### src/rtl/dmem_pkg.sv
// Shared types and helpers for the data-memory store buffer.
package dmem_pkg;

  // Index field is sized for the widest meaningful word index of a 32-bit
  // byte address. Narrower RAMs zero-extend into it; the constant upper bits
  // are trimmed by synthesis.
  localparam int SB_INDEX_W = 30;

  // Default RAM write latency, and the latency-counter width it implies.
  localparam int DEFAULT_WRITE_LAT = 2;
  localparam int DRAIN_CNT_W       = $clog2(DEFAULT_WRITE_LAT) + 1;

  // One buffered store: target word index and the word to write.
  typedef struct packed {
    logic [SB_INDEX_W-1:0] index;
    logic [31:0]           data;
  } sb_entry_t;

  // Drain engine: waiting for work, or holding the RAM port for a write.
  typedef enum logic {
    IDLE = 1'b0,
    BUSY = 1'b1
  } drain_state_t;

  // Latency-counter width for an arbitrary write latency.
  function automatic int drain_cnt_w(input int write_lat);
    return $clog2(write_lat) + 1;
  endfunction

endpackage

### src/rtl/dmem_store_buffer_sb_fifo.sv
// Circular store buffer with a same-cycle youngest-match lookup used for
// load forwarding. Push acceptance is decided by the parent.
module sb_fifo
  import dmem_pkg::*;
#(
  parameter int DEPTH = 4
) (
  input  logic                    clk,
  input  logic                    i_rst,
  input  logic                    i_push,
  input  logic [SB_INDEX_W-1:0]   i_push_index,
  input  logic [31:0]             i_push_data,
  input  logic                    i_pop,
  input  logic [SB_INDEX_W-1:0]   i_lookup_index,
  output logic [$clog2(DEPTH):0]  o_count,
  output logic [SB_INDEX_W-1:0]   o_head_index,
  output logic [31:0]             o_head_data,
  output logic                    o_hit,
  output logic [31:0]             o_hit_data
);

  localparam int PTR_W = $clog2(DEPTH);
  localparam int CNT_W = PTR_W + 1;

  sb_entry_t           r_mem [DEPTH];
  logic [PTR_W-1:0]    r_head;
  logic [PTR_W-1:0]    r_tail;
  logic [CNT_W-1:0]    r_count;

  // Per-slot view ordered by age: slot 0 is the head (oldest).
  logic [PTR_W-1:0]    w_slot_ptr  [DEPTH];
  logic [31:0]         w_slot_data [DEPTH];
  logic [DEPTH-1:0]    w_slot_match;

  // Entry storage: written at the tail on an accepted push; not reset.
  always_ff @(posedge clk) begin
    if (!i_rst && i_push) begin
      r_mem[r_tail] <= '{index: i_push_index, data: i_push_data};
    end
  end

  // Pointer and occupancy bookkeeping; pointers wrap modulo DEPTH.
  always_ff @(posedge clk) begin
    if (i_rst) begin
      r_head  <= '0;
      r_tail  <= '0;
      r_count <= '0;
    end else begin
      if (i_push) r_tail <= r_tail + PTR_W'(1);
      if (i_pop)  r_head <= r_head + PTR_W'(1);
      case ({i_push, i_pop})
        2'b10:   r_count <= r_count + CNT_W'(1);
        2'b01:   r_count <= r_count - CNT_W'(1);
        default: r_count <= r_count;
      endcase
    end
  end

  genvar gi;
  generate
    for (gi = 0; gi < DEPTH; gi++) begin : g_slot
      assign w_slot_ptr[gi]   = r_head + PTR_W'(gi);
      assign w_slot_data[gi]  = r_mem[w_slot_ptr[gi]].data;
      assign w_slot_match[gi] = (CNT_W'(gi) < r_count) &&
                                (r_mem[w_slot_ptr[gi]].index == i_lookup_index);
    end
  endgenerate

  // Youngest match wins: scan oldest to youngest so later hits override.
  always_comb begin
    o_hit      = 1'b0;
    o_hit_data = '0;
    for (int k = 0; k < DEPTH; k++) begin
      if (w_slot_match[k]) begin
        o_hit      = 1'b1;
        o_hit_data = w_slot_data[k];
      end
    end
  end

  assign o_count      = r_count;
  assign o_head_index = r_mem[r_head].index;
  assign o_head_data  = r_mem[r_head].data;

endmodule

### src/rtl/dmem_store_buffer.sv
// Data-memory stage: stores are buffered and drained to a slow-write RAM in
// the background; loads see buffered data immediately via forwarding.
module dmem_store_buffer
  import dmem_pkg::*;
#(
  parameter int    DEPTH     = 4,
  parameter int    ADDR_W    = 6,
  parameter int    WRITE_LAT = 2,
  parameter string INIT_FILE = ""
) (
  input  logic                    clk,
  input  logic                    rst,
  input  logic                    mem_write,
  input  logic                    mem_read,
  input  logic [31:0]             addr,
  input  logic [31:0]             write_data,
  output logic [31:0]             read_data,
  output logic [$clog2(DEPTH):0]  sb_count,
  output logic                    sb_empty,
  output logic                    sb_full,
  output logic                    overflow
);

  localparam int SB_CNT_W = $clog2(DEPTH) + 1;
  localparam int CNT_W    = drain_cnt_w(WRITE_LAT);

  logic [31:0]           r_ram [2**ADDR_W];
  drain_state_t          r_state;
  logic [CNT_W-1:0]      r_lat_cnt;
  logic                  r_overflow;

  drain_state_t          w_state_next;
  logic [CNT_W-1:0]      w_lat_next;
  logic                  w_commit;
  logic                  w_push_ok;
  logic                  w_full;
  logic [SB_CNT_W-1:0]   w_count;
  logic [SB_INDEX_W-1:0] w_index;
  logic [SB_INDEX_W-1:0] w_head_index;
  logic [31:0]           w_head_data;
  logic                  w_hit;
  logic [31:0]           w_hit_data;
  logic [31:0]           w_ram_rdata;
  logic                  w_unused_bits;

  // Byte offset and address bits above the RAM are intentionally ignored.
  assign w_unused_bits = ^{addr[1:0], addr[31:ADDR_W+2],
                           w_head_index[SB_INDEX_W-1:ADDR_W]};

  assign w_index = {{(SB_INDEX_W-ADDR_W){1'b0}}, addr[ADDR_W+1:2]};

  // A push is taken when there is room, or when the head leaves this cycle.
  assign w_full    = (w_count == SB_CNT_W'(DEPTH));
  assign w_push_ok = mem_write && (!w_full || w_commit);

  sb_fifo #(
    .DEPTH(DEPTH)
  ) u_sb_fifo (
    .clk            (clk),
    .i_rst          (rst),
    .i_push         (w_push_ok),
    .i_push_index   (w_index),
    .i_push_data    (write_data),
    .i_pop          (w_commit),
    .i_lookup_index (w_index),
    .o_count        (w_count),
    .o_head_index   (w_head_index),
    .o_head_data    (w_head_data),
    .o_hit          (w_hit),
    .o_hit_data     (w_hit_data)
  );

  // RAM write port: only the drain commit writes; a reset on the commit
  // edge abandons the write.
  always_ff @(posedge clk) begin
    if (!rst && w_commit) begin
      r_ram[w_head_index[ADDR_W-1:0]] <= w_head_data;
    end
  end

  // Asynchronous RAM read so loads complete in the same cycle.
  assign w_ram_rdata = r_ram[addr[ADDR_W+1:2]];

  // Load data: youngest buffered store to this word, else RAM.
  assign read_data = w_hit ? w_hit_data : w_ram_rdata;

  // Drain next-state: start only when no load is using the port this cycle;
  // once started, count down the write latency and commit on zero.
  always_comb begin
    w_state_next = r_state;
    w_lat_next   = r_lat_cnt;
    w_commit     = 1'b0;
    case (r_state)
      IDLE: begin
        if ((w_count != '0) && !mem_read) begin
          w_state_next = BUSY;
          w_lat_next   = CNT_W'(WRITE_LAT - 1);
        end
      end
      BUSY: begin
        if (r_lat_cnt != '0) begin
          w_lat_next = r_lat_cnt - CNT_W'(1);
        end else begin
          w_commit     = 1'b1;
          w_state_next = IDLE;
        end
      end
      default: w_state_next = IDLE;
    endcase
  end

  // Drain state, latency counter and sticky overflow registers.
  always_ff @(posedge clk) begin
    if (rst) begin
      r_state    <= IDLE;
      r_lat_cnt  <= '0;
      r_overflow <= 1'b0;
    end else begin
      r_state   <= w_state_next;
      r_lat_cnt <= w_lat_next;
      if (mem_write && !w_push_ok) r_overflow <= 1'b1;
    end
  end

  assign sb_count = w_count;
  assign sb_empty = (w_count == '0);
  assign sb_full  = w_full;
  assign overflow = r_overflow;

endmodule

### config.mk
export PLATFORM = sky130hd
export DESIGN_NAME = dmem_store_buffer
export DESIGN_NICKNAME = d
export VERILOG_FILES = /design/src/rtl/dmem_pkg.sv /design/src/rtl/dmem_store_buffer_sb_fifo.sv /design/src/rtl/dmem_store_buffer.sv
export SDC_FILE = /design/constraint.sdc
export NUM_CORES = 2
export LEC_CHECK = 0
export CAP_MARGIN = 20
export CORE_ASPECT_RATIO = 1.2
export CORE_UTILIZATION = 60
export DETAILED_ROUTE_END_ITERATION = 8
export GPL_TIMING_DRIVEN = 0
export HOLD_SLACK_MARGIN = 0.1
export PLACE_DENSITY_LB_ADDON = 0.08
export SYNTH_ARGS = -nofsm -noshare
export SYNTH_HDL_FRONTEND = slang
export SYNTH_SLANG_ARGS = --single-unit
### constraint.sdc
create_clock -name clk -period 7.9 [get_ports clk]
set_input_delay 1.58 -clock clk [delete_from_list [all_inputs] [get_ports clk]]
set_output_delay 1.58 -clock clk [all_outputs]
set_load 0.05 [all_outputs]
# Yosys cells after proc, flatten, opt, wreduce, memory -nomap -nowiden

Memories as Yosys holds them, arrays and structs flattened. A register that Yosys moved wholly into a read port is not among the register bits.
Index checks and enable logic that the tools add are counted.

Add/sub/neg operators: 7
Multiply operators: 0
Div/mod/pow operators: 0
Magnitude comparators: 4
Eq/ne operators: 9
Shifts and indexed selects: 0
Mux-type cells: 24
Bitwise gates (word level): 1
Reductions and logical operators: 19

Operators with widths:

| cell                                                       | count |
|---|---|
| 2-to-1 mux 32 bit                                          | 5 |
| equality test 30 x 6 -> 1 bit                              | 4 |
| 2-to-1 mux 1 bit                                           | 12 |
| logical AND 1 bit                                          | 9 |
| 2-to-1 mux 2 bit                                           | 4 |
| less-than comparator 1 x 3 -> 1 bit (first input constant) | 2 |
| less-than comparator 2 x 3 -> 1 bit (first input constant) | 2 |
| case mux 3 bit (2 select lines)                            | 1 |
| adder 2 x 1 -> 2 bit (second input constant)               | 2 |
| adder 2 bit (second input constant)                        | 2 |
| logical NOT 1 bit                                          | 4 |
| case mux 2 bit (2 select lines)                            | 1 |
| nonzero test 2 bit                                         | 2 |
| adder 3 x 1 -> 3 bit (second input constant)               | 1 |
| equality test 3 bit (second input constant)                | 1 |
| logical NOT 3 bit                                          | 1 |
| nonzero test 3 bit                                         | 1 |
| subtractor 3 x 1 -> 3 bit (second input constant)          | 1 |
| equality test 2 x 1 -> 1 bit (second input constant)       | 1 |
| equality test 2 bit (second input constant)                | 1 |
| != test 2 x 1 -> 1 bit (second input constant)             | 1 |
| != test 2 bit (second input constant)                      | 1 |
| case mux 1 bit (2 select lines)                            | 1 |
| AND reduction 2 bit                                        | 1 |
| 3 further kinds                                            | 3 |

Flip-flop bits (word level): 11
Latch bits: 0
Memory bits (writable): 2200
Memory bits (read-only): 0
Input port bits: 68
Logic and storage cells: 72
Memories kept: 2

Memory list:

| memory          | depth | bits a word | read ports | clocked after Yosys merged registers in | write ports | line                            | RTL |
|---|---|---|---|---|---|---|---|
| r_ram           | 64    | 32          | 1          | 0                                       | 1           | dmem_store_buffer.sv:27         | `logic [31:0] r_ram [2**ADDR_W];` |
| u_sb_fifo.r_mem | 4     | 38          | 4          | 1                                       | 1           | dmem_store_buffer_sb_fifo.sv:25 | `sb_entry_t r_mem [DEPTH];` |

# Logic depth before layout (Yosys ltp)

Word-level depth: 8
Mapped depth: 12
Gate-level depth less buffers: 9

# Modules after synthesis

Synthesis repeated with hierarchy kept, for this count alone.

Cell total of the unflattened synthesis: 5040
Area, all modules: 95840.7 sq um

By module, submodules not included:

| module            | times used | cells each | area an instance (sq um) | sequential area each (sq um) |
|---|---|---|---|---|
| dmem_store_buffer | 1          | 3807       | 78957.0                  | 61579.1 |
| sb_fifo           | 1          | 1233       | 16883.7                  | 7627.3 |

# Worst setup path after synthesis

No wires, ideal clock.

Kind: input-to-output
Start: input addr[2]
End: output read_data[0]
Arrival time: 4121 ps
Data required time: 6320 ps
Setup slack: 2199 ps
Stages: 8
Buffers on the path: 3
Path through: clkbuf_1 clkbuf_1 buf_1 mux4_2 mux4_2 a22oi_1 a21o_1 o211ai_2

Cells in the longest elaborated chain, start to end: 7
Elaborated cells on any way between the ends: 18
Those cells by class: 4 x eq/ne; 9 x mux; 4 x reduce/logical; 1 x memory

RTL lines:

| element                                                             | line                            | RTL |
|---|---|---|
| from (decl)                                                         | dmem_store_buffer.sv:15         | `input logic [31:0] addr,` |
| equality test 30 x 6 -> 1 bit                                       | dmem_store_buffer_sb_fifo.sv:65 | `(r_mem[w_slot_ptr[gi]].index == i_lookup_index);` |
| logical AND 1 bit                                                   | dmem_store_buffer_sb_fifo.sv:64 | `assign w_slot_match[gi] = (CNT_W'(gi) < r_count) &&` |
| 2-to-1 mux 32 bit or 2-to-1 mux 1 bit (tied branches) (4 in series) | dmem_store_buffer_sb_fifo.sv:74 | `if (w_slot_match[k]) begin` |
| 2-to-1 mux 32 bit *                                                 | dmem_store_buffer.sv:85         | `assign read_data = w_hit ? w_hit_data : w_ram_rdata;` |
| to (decl)                                                           | dmem_store_buffer.sv:17         | `output logic [31:0] read_data,` |

Mark *: on every way between the ends. The rest lies on a longest branch, timed or not.

# Worst setup path after layout

Start: input addr[3]
End: output read_data[7]

The elaborated chain is that of the path after synthesis.

==> summary.txt <==
Layout
  – Reg area: 66,300 µm²
  – Share of cells above drive strength 1: 32.6%
  – NumNets Final: 4,282
  – Fillcell total: 8,663
  – Final Cell Area: 101,000 µm²
  – Area taken by multi-input logic gates: 21,300 µm²
  – Layout Area Growth over Synthesis: 14.5%
  – Non-filler cells in the finished layout: 6,315

Global route
  – Vias in the first global route: 43,684
  – Gr usage total: 32.3%
  – Pin count of the biggest net entering global routing: 66
  – Total grt overflow: 0
  – First-pass GRT wire length: 328 mm
  – Initial antenna violation count: 12

Placement
  – DP Area: 93,800 µm²
  – PortBufs: 79
  – Hpwl dp: 154 mm
  – Inst Count DP: 5,928
  – RePlAce Congestion: 0.928

Yosys
  – Mux share of post-synthesis cell area: 19.4%
  – Commonest cells in the synthesized netlist: edfxtp_1 (2,200), mux4_2 (716), nor2_1 (176)
  – Largest family of logic cells by synthesized area: multiplexers
  – Synth warn: 0
  – Xor/xnor cell area share of the yosys netlist: 0.318%
  – Leading area contributor after synthesis: edfxtp_1
  – FF+latch count, synth: 2,213
  – Post-Syn Nets: 3,890
  – Async S/R FF share, synth: 0%
  – Post-synthesis compound-gate area fraction: 2.46%
  – Area contributors post-synth: edfxtp_1 (75%), mux4_2 (18%), nor2_1 (0.75%)
  – Synth Instances: 3,812
  – EDFF count, synth: 2,200
  – Yosys cell types: 49
  – Mean post-synth cell area: 23.1 µm²
  – Synth Area in Simple Gates: 1.10%
  – Synth Area in Adders: 0.142%
  – Post-synth top area share: 75.1%
  – Post-Syn Area: 88,000 µm²
  – Top-count cell post-synth: edfxtp_1
  – Top_reg_cell synth: edfxtp_1
  – Sequential share of the synthesized area: 75.4%

STA
  – Slew Viols, Final: 0
  – Worst-Margin Slew: 1.14 ns
  – Slew Limit Headroom: 24.1%
  – Hold Slack: 0.482 ns
  – Final hold vios: 0
  – PnR worst setup slack: -0.0768 ns
  – Tcrit/Tclk final: 101%
  – FMAX: 0.125 GHz
  – Period minus WS final: 7.98 ns
  – Finish-stage setup viols: 9
  – Setup Skew: 0.0308 ns

Drt
  – Drt drc: 0
  – Iteration-0 DRC Markers: 6,257
  – Via density: 6.96
  – Routed WL: 234 mm
  – Antenna Violating Nets Remaining: 0
  – Avg WL per Cell: 37.1 µm
  – Via count: 43,922
  – DR pass1 iterations: 8

Clocking
  – Clock-pin slew on the worst setup and hold paths: 0.06 ns
  – H-tree depth: 4
  – Root Driver: clkbuf_16
  – CTS tree: built
  – Post-CTS setup buffer count: 0
  – Num CTS Buffers: 204
  – Worst skew pair latency: 0.85 ns
  – Clock sink count: 2,213
  – Clk buf depth: 3
  – CTS Hold Buffers Added: 0

Floorplan
  – Io pins: 106
  – Floorplan row count: 153
  – Die Y-Extent: 422 µm
  – Core Footprint: 145,000 µm²
  – Die Wd: 352 µm
  – Die footprint: 148,000 µm²
  – Initial Utilization: 60.6%

Power
  – Static Leak: 31.0 nW
  – VDD IR max: 0.235 mV
  – Cell Pwr Density: 252 nW/µm²
  – Overall Power: 25.4 mW

Setup path
  – Worst setup SP type: input port
  – CP endpoint kind: primary output
  – Crit-path max FO: 10
  – Worst Path Arrival: 6.40 ns
  – Critical path data required time: 6.32 ns
  – Setup Crit Path Kind: input port to primary output

Run
  – Max_cap viols: 0

Hold path
  – Worst hold path class: flip-flop to flip-flop

Status
  – Failing checks: negative setup slack
  – Status: finished with violations
-- what timing repair did --
item,CTS,global route
gates resized for setup,151,22
endpoints found under the setup margin,32,29
cloned,0,0
-- state kept, by name (all words and copies together) (netlist names), named ones only --
register	cells
overflow	1
r_lat_cnt	2
u_sb_fifo.r_head	2
r_ram	2048
u_sb_fifo.r_tail	2
u_sb_fifo.r_mem	152
r_state	1
u_sb_fifo.o_count	3
-- metal layers --
layer,routed length [µm],GRT usage [%],up-vias
met3,24600,7.11,431
li1,-,-,17268
met2,113000,50.3,2571
met5,13,0,-
met4,10000,12.9,2
met1,86900,45.2,23650
-- power breakdown --
part | switching (mW) | internal (mW) | leakage (nW)
registers | 0.0387 | 13.4 | 19.9
logic | 1.74 | 0.822 | 8.02
clock network | 4.26 | 5.13 | 3.05
total | 6.04 | 19.3 | 31.0
-- path summary, 6_finish.rpt --
check	from	end	slack [ns]	cells after the start
setup / recovery	addr[3]	read_data[7]	-0.08	11
hold / removal	overflow	overflow	0.48	2
setup reg to reg	flip-flop	r_ram[41][12]	3.01	9
hold reg to reg	overflow	overflow	0.48	2
-- worst max-delay path: stages --
cell and delay [ns]:
clkdlybuf4s50_1 0.74, clkbuf_4 0.40, clkbuf_1 0.39, buf_8 0.25
buf_2 0.44, mux4_2 0.41, mux4_2 0.53, a22oi_1 0.44
a21o_1 0.33, o211ai_2 0.11, clkdlybuf4s50_1 0.73
-- placed cells by master (no fill, tap or decap), types with 12 or more instances in the layout --
master / n
edfxtp_1: 2200
mux4_2: 705
clkbuf_16: 205
clkbuf_1: 114
nor2_1: 111
clkdlybuf4s50_1: 74
buf_12: 69
nor2_4: 64
a31oi_1: 62
clkinv_1: 59
mux2i_1: 51
clkbuf_2: 49
a22oi_1: 45
a21oi_1: 40
mux2_2: 36
clkdlybuf4s15_2: 34
buf_2: 33
clkinv_2: 31
a211oi_2: 30
a21o_1: 30
o211ai_2: 30
buf_16: 23
nand2_1: 22
buf_1: 22
xor2_1: 20
a22oi_2: 17
buf_8: 17
dfxtp_1: 13
xnor2_1: 12
-- kinds of logic (layout without fill, tap and decap cells) --
kind of cell             Yosys count  count (layout)
other                              0               7
flip-flops                      2213            2213
XOR/XNOR                          32              32
adder cells (fa/ha/maj)           10              10
AO/OA/AOI/OAI                    272             272
multiplexers                     808             808
buffers and inverters            244             803
AND/OR/NAND/NOR                  233             233
-- layout make-up --
| cell class | count | area share (%) |
|---|---|---|
| Antenna cell | 7 | 0.0174 |
| Clock inverter | 125 | 0.961 |
| Tap cell | 1937 | 2.41 |
| Timing Repair Buffer | 188 | 3.04 |
| Multi-Input combinational cell | 1355 | 21.1 |
| Buffer | 231 | 1.33 |
| Sequential cell | 2213 | 65.8 |
| Clock buffer | 248 | 5.26 |
| Inverter | 11 | 0.0410 |
-- through the flow --
stage	TNS (ns)	setup WS, ns	util (%)
after floorplan	0	2.20	-
after global placement	-32.84	-1.20	62.8
after detailed placement	-26.08	-1.14	64.6
after CTS	-0.0120	-0.0120	69.2
after global routing	-0.00182	-0.00182	69.3
final	-0.273	-0.0768	69.3
No activity file was read; power rests on OpenSTA's default activity.
